<file path="config.mk">
export PLATFORM = sky130hd
export DESIGN_NAME = clk_enable_gen
export DESIGN_NICKNAME = d
export VERILOG_FILES = /design/src/rtl/clkgen_pkg.sv /design/src/rtl/clkgen_channel.sv /design/src/rtl/clk_enable_gen.sv
export SDC_FILE = /design/constraint.sdc
export NUM_CORES = 2
export LEC_CHECK = 0
export CORE_MARGIN = 5
export CORE_UTILIZATION = 40
export CTS_BUF_LIST = sky130_fd_sc_hd__clkbuf_16
export CTS_CLUSTER_SIZE = 20
export DETAILED_ROUTE_END_ITERATION = 10
export GPL_TIMING_DRIVEN = 0
export PLACE_DENSITY_LB_ADDON = 0.2
export SLEW_MARGIN = 0
export SYNTH_ARGS = -nofsm -noshare
export SYNTH_HDL_FRONTEND = slang
export SYNTH_SLANG_ARGS = --single-unit
</file>
<file path="constraint.sdc">
create_clock -name clk -period 5.6 [get_ports clk]
set_input_delay 0.84 -clock clk [delete_from_list [all_inputs] [get_ports clk]]
set_output_delay 0.84 -clock clk [all_outputs]
set_load 0.01 [all_outputs]
</file>
<file path="src/rtl/clkgen_pkg.sv">
// Purpose: shared types, reset defaults and mode helpers for the clock-enable generator.
// Latency: n/a (declarations only).
// Backpressure: n/a.
//
// Contents:
//   clkgen_mode_t        channel mode encoding (RUN / HOLD / STEP / reserved)
//   clkgen_step_state_t  single-step FSM state
//   clkgen_out_t         per-channel registered outputs {tick, level, busy}
//   CLKGEN_DEFAULT_*     reset period, high time and mode
package clkgen_pkg;

  typedef enum logic [1:0] {
    CLKGEN_RUN  = 2'b00,
    CLKGEN_HOLD = 2'b01,
    CLKGEN_STEP = 2'b10,
    CLKGEN_RSVD = 2'b11
  } clkgen_mode_t;

  typedef enum logic {
    STEP_IDLE   = 1'b0,
    STEP_ACTIVE = 1'b1
  } clkgen_step_state_t;

  typedef struct packed {
    logic tick;
    logic level;
    logic busy;
  } clkgen_out_t;

  localparam int unsigned CLKGEN_DEFAULT_DIV  = 10000000;
  localparam int unsigned CLKGEN_DEFAULT_HIGH = 5000000;
  localparam logic [1:0]  CLKGEN_DEFAULT_MODE = 2'b00;
  localparam int          CLKGEN_MAX_CH       = 16;

  // The reserved encoding behaves exactly like HOLD.
  function automatic logic mode_is_stopped(input clkgen_mode_t m);
    return (m == CLKGEN_HOLD) || (m == CLKGEN_RSVD);
  endfunction

endpackage

</file>
<file path="src/rtl/clkgen_channel.sv">
// Purpose: one programmable clock-enable channel: counter, shadow/active config, step FSM.
// Latency: tick/level/busy are registered and describe the counter value of the previous cycle.
// Backpressure: none; config writes always accepted, step requests while busy are dropped.
//
// Ports:
//   clk, reset_n   clock, asynchronous active-low reset
//   cfg_we         write strobe, already decoded for this channel
//   cfg_div        new period (0 and 1 both mean a period of one cycle)
//   cfg_high       new high time in cycles
//   cfg_mode       new mode
//   step           single-step request, honoured only by an idle STEP channel
//   ch_out         registered {tick, level, busy}
module clkgen_channel
  import clkgen_pkg::*;
#(
  parameter int               WIDTH        = 32,
  parameter logic [WIDTH-1:0] DEFAULT_DIV  = WIDTH'(CLKGEN_DEFAULT_DIV),
  parameter logic [WIDTH-1:0] DEFAULT_HIGH = WIDTH'(CLKGEN_DEFAULT_HIGH),
  parameter logic [1:0]       RESET_MODE   = CLKGEN_DEFAULT_MODE
) (
  input  logic             clk,
  input  logic             reset_n,
  input  logic             cfg_we,
  input  logic [WIDTH-1:0] cfg_div,
  input  logic [WIDTH-1:0] cfg_high,
  input  clkgen_mode_t     cfg_mode,
  input  logic             step,
  output clkgen_out_t      ch_out
);

  localparam logic [WIDTH-1:0] ONE = WIDTH'(1);

  // Periods are stored already normalised so the wrap compare needs no special case.
  function automatic logic [WIDTH-1:0] norm_div(input logic [WIDTH-1:0] d);
    return (d <= ONE) ? ONE : d;
  endfunction

  localparam logic [WIDTH-1:0] P_RST    = norm_div(DEFAULT_DIV);
  localparam clkgen_mode_t     MODE_RST = clkgen_mode_t'(RESET_MODE);

  // Active configuration and counter
  logic [WIDTH-1:0]   cnt;
  logic [WIDTH-1:0]   p_act;
  logic [WIDTH-1:0]   h_act;
  clkgen_mode_t       mode_act;

  // Shadow configuration, applied at the next wrap when pend is set
  logic [WIDTH-1:0]   sh_p;
  logic [WIDTH-1:0]   sh_h;
  clkgen_mode_t       sh_mode;
  logic               pend;

  clkgen_step_state_t state;
  logic               tick_q;
  logic               level_q;
  logic               busy_q;

  // Per-cycle decisions
  logic               counting;
  logic               wrap;
  logic               stop_wr;
  logic               load_now;
  logic               load_cfg;
  logic               load_sh;
  logic               step_go;
  clkgen_mode_t       next_mode;
  logic [WIDTH-1:0]   next_p;
  logic [WIDTH-1:0]   next_h;

  always_comb begin
    counting = (mode_act == CLKGEN_RUN) ||
               ((mode_act == CLKGEN_STEP) && (state == STEP_ACTIVE));
    // cnt < p_act always holds, so equality with p_act-1 is the end of the period.
    wrap     = counting && (cnt == p_act - ONE);
    stop_wr  = cfg_we && mode_is_stopped(cfg_mode);
    // A channel with no period in flight has nothing to protect, so it takes the
    // write straight away; a stopping write also cuts a running period short.
    load_now = cfg_we && (mode_is_stopped(mode_act) || stop_wr ||
                          ((mode_act == CLKGEN_STEP) && (state == STEP_IDLE)));
    // A write landing on the wrap cycle beats any older shadow value.
    load_cfg = load_now || (wrap && cfg_we);
    load_sh  = wrap && !cfg_we && pend;

    next_mode = mode_act;
    next_p    = p_act;
    next_h    = h_act;
    if (load_cfg) begin
      next_mode = cfg_mode;
      next_p    = norm_div(cfg_div);
      next_h    = cfg_high;
    end else if (load_sh) begin
      next_mode = sh_mode;
      next_p    = sh_p;
      next_h    = sh_h;
    end

    // Judged against the mode in force after this edge, so a step that coincides
    // with a config load runs with the newly loaded period and high time.
    step_go = step && (state == STEP_IDLE) && (next_mode == CLKGEN_STEP);
  end

  always_ff @(posedge clk or negedge reset_n) begin
    if (!reset_n) begin
      cnt      <= '0;
      p_act    <= P_RST;
      h_act    <= DEFAULT_HIGH;
      mode_act <= MODE_RST;
      sh_p     <= P_RST;
      sh_h     <= DEFAULT_HIGH;
      sh_mode  <= MODE_RST;
      pend     <= 1'b0;
      state    <= STEP_IDLE;
      tick_q   <= 1'b0;
      level_q  <= 1'b0;
      busy_q   <= 1'b0;
    end else begin
      mode_act <= next_mode;
      p_act    <= next_p;
      h_act    <= next_h;

      // Shadow always tracks the latest write, so back-to-back writes resolve to the last.
      if (cfg_we) begin
        sh_p    <= norm_div(cfg_div);
        sh_h    <= cfg_high;
        sh_mode <= cfg_mode;
      end
      if (load_now || wrap) begin
        pend <= 1'b0;
      end else if (cfg_we) begin
        pend <= 1'b1;
      end

      // Counter and square-wave outputs
      if (!counting || stop_wr) begin
        cnt     <= '0;
        tick_q  <= 1'b0;
        level_q <= 1'b0;
      end else begin
        level_q <= (cnt < h_act);
        if (wrap) begin
          cnt    <= '0;
          tick_q <= 1'b1;
        end else begin
          cnt    <= cnt + ONE;
          tick_q <= 1'b0;
        end
      end

      // Single-step FSM; busy mirrors ACTIVE and drops on the edge that emits the tick.
      if (stop_wr) begin
        state  <= STEP_IDLE;
        busy_q <= 1'b0;
      end else if (state == STEP_IDLE) begin
        if (step_go) begin
          state  <= STEP_ACTIVE;
          busy_q <= 1'b1;
        end
      end else if (wrap) begin
        state  <= STEP_IDLE;
        busy_q <= 1'b0;
      end
    end
  end

  assign ch_out.tick  = tick_q;
  assign ch_out.level = level_q;
  assign ch_out.busy  = busy_q;

endmodule

</file>
<file path="src/rtl/clk_enable_gen.sv">
// Purpose: multi-channel programmable clock-enable generator (tick enables + square waves).
// Latency: outputs registered; config applies at the next wrap, or next edge when idle/stopping.
// Backpressure: none; one config write per cycle, writes to nonexistent channels are dropped.
//
// Ports:
//   clk, reset_n   clock, asynchronous active-low reset
//   cfg_we/cfg_ch  write strobe and target channel
//   cfg_div        new period (0 and 1 mean one cycle)
//   cfg_high       new high time
//   cfg_mode       new mode (00 RUN, 01 HOLD, 10 STEP, 11 behaves as HOLD)
//   step           per-channel single-step request
//   tick           per-channel one-cycle enable at the end of each period
//   level          per-channel square wave
//   busy           per-channel STEP period in progress
module clk_enable_gen
  import clkgen_pkg::*;
#(
  parameter int          NUM_CH       = 4,
  parameter int          WIDTH        = 32,
  parameter int unsigned DEFAULT_DIV  = CLKGEN_DEFAULT_DIV,
  parameter int unsigned DEFAULT_HIGH = CLKGEN_DEFAULT_HIGH,
  parameter logic [1:0]  RESET_MODE   = CLKGEN_DEFAULT_MODE,
  localparam int         CH_W         = (NUM_CH > 1) ? $clog2(NUM_CH) : 1
) (
  input  logic              clk,
  input  logic              reset_n,
  input  logic              cfg_we,
  input  logic [CH_W-1:0]   cfg_ch,
  input  logic [WIDTH-1:0]  cfg_div,
  input  logic [WIDTH-1:0]  cfg_high,
  input  logic [1:0]        cfg_mode,
  input  logic [NUM_CH-1:0] step,
  output logic [NUM_CH-1:0] tick,
  output logic [NUM_CH-1:0] level,
  output logic [NUM_CH-1:0] busy
);

  clkgen_mode_t cfg_mode_e;
  clkgen_out_t  ch_out [NUM_CH];

  assign cfg_mode_e = clkgen_mode_t'(cfg_mode);

  for (genvar i = 0; i < NUM_CH; i++) begin : g_ch
    logic ch_we;

    // Only an exact match selects a channel; codes past NUM_CH-1 match nothing.
    assign ch_we = cfg_we && (int'(cfg_ch) == i);

    clkgen_channel #(
      .WIDTH        (WIDTH),
      .DEFAULT_DIV  (WIDTH'(DEFAULT_DIV)),
      .DEFAULT_HIGH (WIDTH'(DEFAULT_HIGH)),
      .RESET_MODE   (RESET_MODE)
    ) u_ch (
      .clk      (clk),
      .reset_n  (reset_n),
      .cfg_we   (ch_we),
      .cfg_div  (cfg_div),
      .cfg_high (cfg_high),
      .cfg_mode (cfg_mode_e),
      .step     (step[i]),
      .ch_out   (ch_out[i])
    );

    assign tick[i]  = ch_out[i].tick;
    assign level[i] = ch_out[i].level;
    assign busy[i]  = ch_out[i].busy;
  end

endmodule

</file>
==> summary.txt <==
STA
  – Period minus WS final: 5.134 ns
  – Peak Freq: 0.1948 GHz
  – RSZ-0062 raised after global routing: false
  – Setup TNS: 0 ns
  – Slew margin rel.: 8.577%
  – # setup viols final: 0
  – Worst-Margin Slew: 1.371 ns
  – Hold Vio Cnt, Final: 0
  – Tcrit/Tclk final: 91.68%
  – Layout Skew: 0.01792 ns
  – Final Slew Violations: 0

Yosys
  – Post-synth EDFFs: 0
  – Top-area cell type share of the netlist area: 37.77%
  – Syn Std Cell Area: 36310 µm²
  – Most frequent cell after synthesis: nand2_1
  – Syn_nets: 4252
  – Sequential fraction of the synthesis area: 47.03%
  – Average cell area after synthesis: 8.977 µm²
  – Dominant synthesized flop cell: dfrtp_1
  – Fraction of registers with async set/reset: 100.0%
  – Area leader, netlist: dfrtp_1
  – Post-Syn Instances: 4045
  – Top cells by area, synth: dfrtp_1, nand2_1, dfstp_2, ha_1, o21ai_0
  – Warnings, synthesis: 0
  – Post-synth cell types: 90
  – Synth top cells by count: nand2_1, dfrtp_1, nor2_1, o21ai_0, inv_1
  – Synth Register Bits: 676

CTS
  – Clock buffer depth: 3
  – Worst-path clk slew: 0.06 ns
  – Post-CTS Hold Fix Bufs: 1
  – CTS root buf: clkbuf_16
  – Latest clock arrival within the worst-skew pair: 0.63 ns
  – Htree depth: 3
  – # Post-CTS Setup Buffers: 0
  – Post_cts resized: 0
  – CTS tree: done
  – Num CTS Buffers: 77
  – Clock sink count: 676

Flow run
  – Max-Cap Viols: 0

Floorplanning
  – Chip width: 311.3 µm
  – Io pins: 87
  – Core area: 90010 µm²
  – Starting Density: 40.34%
  – Die height: 311.3 µm
  – Floorplan row count: 110
  – Die area: 96900 µm²

GRT
  – First-pass GRT wire length: 186700 µm
  – Vias in the first global route: 28.50k
  – Gr usage total: 25.28%
  – Initial antenna violation count: 7
  – Grt total ovfl: 0
  – Largest net degree at the start of global routing: 116

Power
  – Total power: 16.23 mW
  – Pleak: 18.81 nW
  – Max VDD drop: 247.5 µV
  – PwrDens: 396.2 nW/µm²

Final layout
  – Area grow syn2layout: 12.79%
  – Share of layout cells above drive strength 1: 9.014%
  – Fillcell total: 8844
  – Final nets: 4382
  – Fin cells: 5417
  – Fin util: 45.50%

Detailed routing
  – Detailed Route WL: 125700 µm
  – Total number of vias: 29.91k
  – Antenna Violating Nets Remaining: 0
  – Drt drc: 0
  – Average via count per standard cell: 5.521
  – Drt wl/cell: 23.20 µm
  – Count of TritonRoute iterations in the first routing pass: 7
  – Violation count after the first detailed-routing iteration: 2588

Setup path
  – Setup CP Type: reg -> reg
  – Flop2flop setup slack: 0.47 ns
  – Startpoint Class: flop
  – CP arrival: 5.63 ns
  – Critical Path Sink Type: flop
  – CP max FO: 10
  – CP required: 6.09 ns

Placement
  – Post-DP HPWL: 91270 µm
  – I/O Buffers: 42
  – Placer Congestion: 0.8958
  – Dpl cells: 5270

Min path
  – Worst hold path type: reg -> reg

Run status
  – Status: completed
flip-flops by register name, summed over array words and instances, names as in the netlist:
| name | cells |
|---|---|
| g_ch.u_ch.p_act | 128 |
| g_ch.u_ch.pend | 4 |
| g_ch.u_ch.cnt | 128 |
| g_ch.u_ch.busy_q | 4 |
| g_ch.u_ch.h_act | 128 |
| g_ch.u_ch.sh_h | 128 |
| g_ch.u_ch.sh_mode | 8 |
| g_ch.u_ch.sh_p | 128 |
| g_ch.u_ch.mode_act | 8 |
| g_ch.u_ch.state | 4 |
| g_ch.u_ch.tick_q | 4 |
| g_ch.u_ch.level_q | 4 |
cell type report:
cell class / count / area (µm²) / area share (%)
diodes: 3 / 7.507 / 0.01833
plain buffers: 255 / 1166 / 2.847
clock buffers: 80 / 2002 / 4.888
clock inverters: 62 / 525.5 / 1.283
inverters: 183 / 686.9 / 1.677
multi-input cells: 2931 / 17380 / 42.44
flip-flops and latches: 676 / 17080 / 41.69
well taps: 1176 / 1471 / 3.593
repair buffers: 51 / 639.4 / 1.561
through the flow:
step	area, µm²	hold WS [ns]	setup WS (ns)
finish	40960	0.4594	0.4658
global route	40950	0.4680	0.1483
CTS	40940	0.4595	0.5386
detailed placement	38400	0.4498	0.5719
global placement	38200	0.4470	-28.06
floorplan	36310	0.4388	1.825
worst max-delay path, cell delays in order, from the launching register on:
cell and delay [ns]:
dfrtp_1 0.48, inv_1 0.09, ha_1 0.21, nor4b_2 0.66, nand2_1 0.40, nor4_1 0.42
xnor2_1 0.16, nand2_1 0.11, or4_1 0.43, or4b_1 0.47, buf_4 0.20, nand2_1 0.30
nand2_1 0.31, buf_2 0.36, o22ai_1 0.29, a21oi_1 0.07
worst paths after layout:
path,depth (start not counted),endpoint,start
setup / recovery,15,g_ch[0].u_ch.h_act[17],g_ch[0].u_ch.p_act[0]
hold / removal,2,g_ch[1].u_ch.sh_h[14],g_ch[1].u_ch.sh_h[14]
setup reg to reg,15,g_ch[0].u_ch.h_act[17],g_ch[0].u_ch.p_act[0]
hold reg to reg,2,g_ch[1].u_ch.sh_h[14],g_ch[1].u_ch.sh_h[14]
max in group asynchronous,7,g_ch[3].u_ch.cnt[17],reset_n
min in group asynchronous,2,g_ch[2].u_ch.level_q,reset_n
power breakdown:
part / total (mW) / switching (mW) / internal, mW
Combinational: 4.08 / 2.50 / 1.58
Sequential: 6.98 / 0.907 / 6.07
Clock: 5.17 / 2.17 / 3.00
cell usage in the layout (no fill, tap or decap), types with 125 or more instances in the layout:
master,synthesis,final
nand2_1,947,947
clkbuf_1,144,144
o21ai_0,266,266
dfrtp_1,548,548
ha_1,132,132
mux2i_1,125,125
dfstp_2,128,128
xor2_1,141,141
xnor2_1,142,142
nor2_1,285,285
inv_1,183,202
routing by layer:
| metal | wire (µm) | vias up | GRT usage [%] |
|---|---|---|---|
| li1 | - | 13940 | - |
| met1 | 56580 | 14720 | 36.16 |
| met2 | 54790 | 1037 | 38.35 |
| met3 | 9337 | 208 | 5.190 |
| met4 | 4926 | 2 | 8.762 |
| met5 | 13 | - | 0 |
logic make-up after synthesis:
kind of cell / after synthesis / synth area share (%)
and+or+nand+nor: 1721 / 21.55
adders and majority gates: 132 / 4.548
AOI/OAI and AO/OA: 663 / 11.28
buffers and inverters: 438 / 5.103
xor gates and xnor gates: 283 / 6.826
muxes: 132 / 3.663
DFF: 676 / 47.03
No activity file was read; power rests on OpenSTA's default activity.
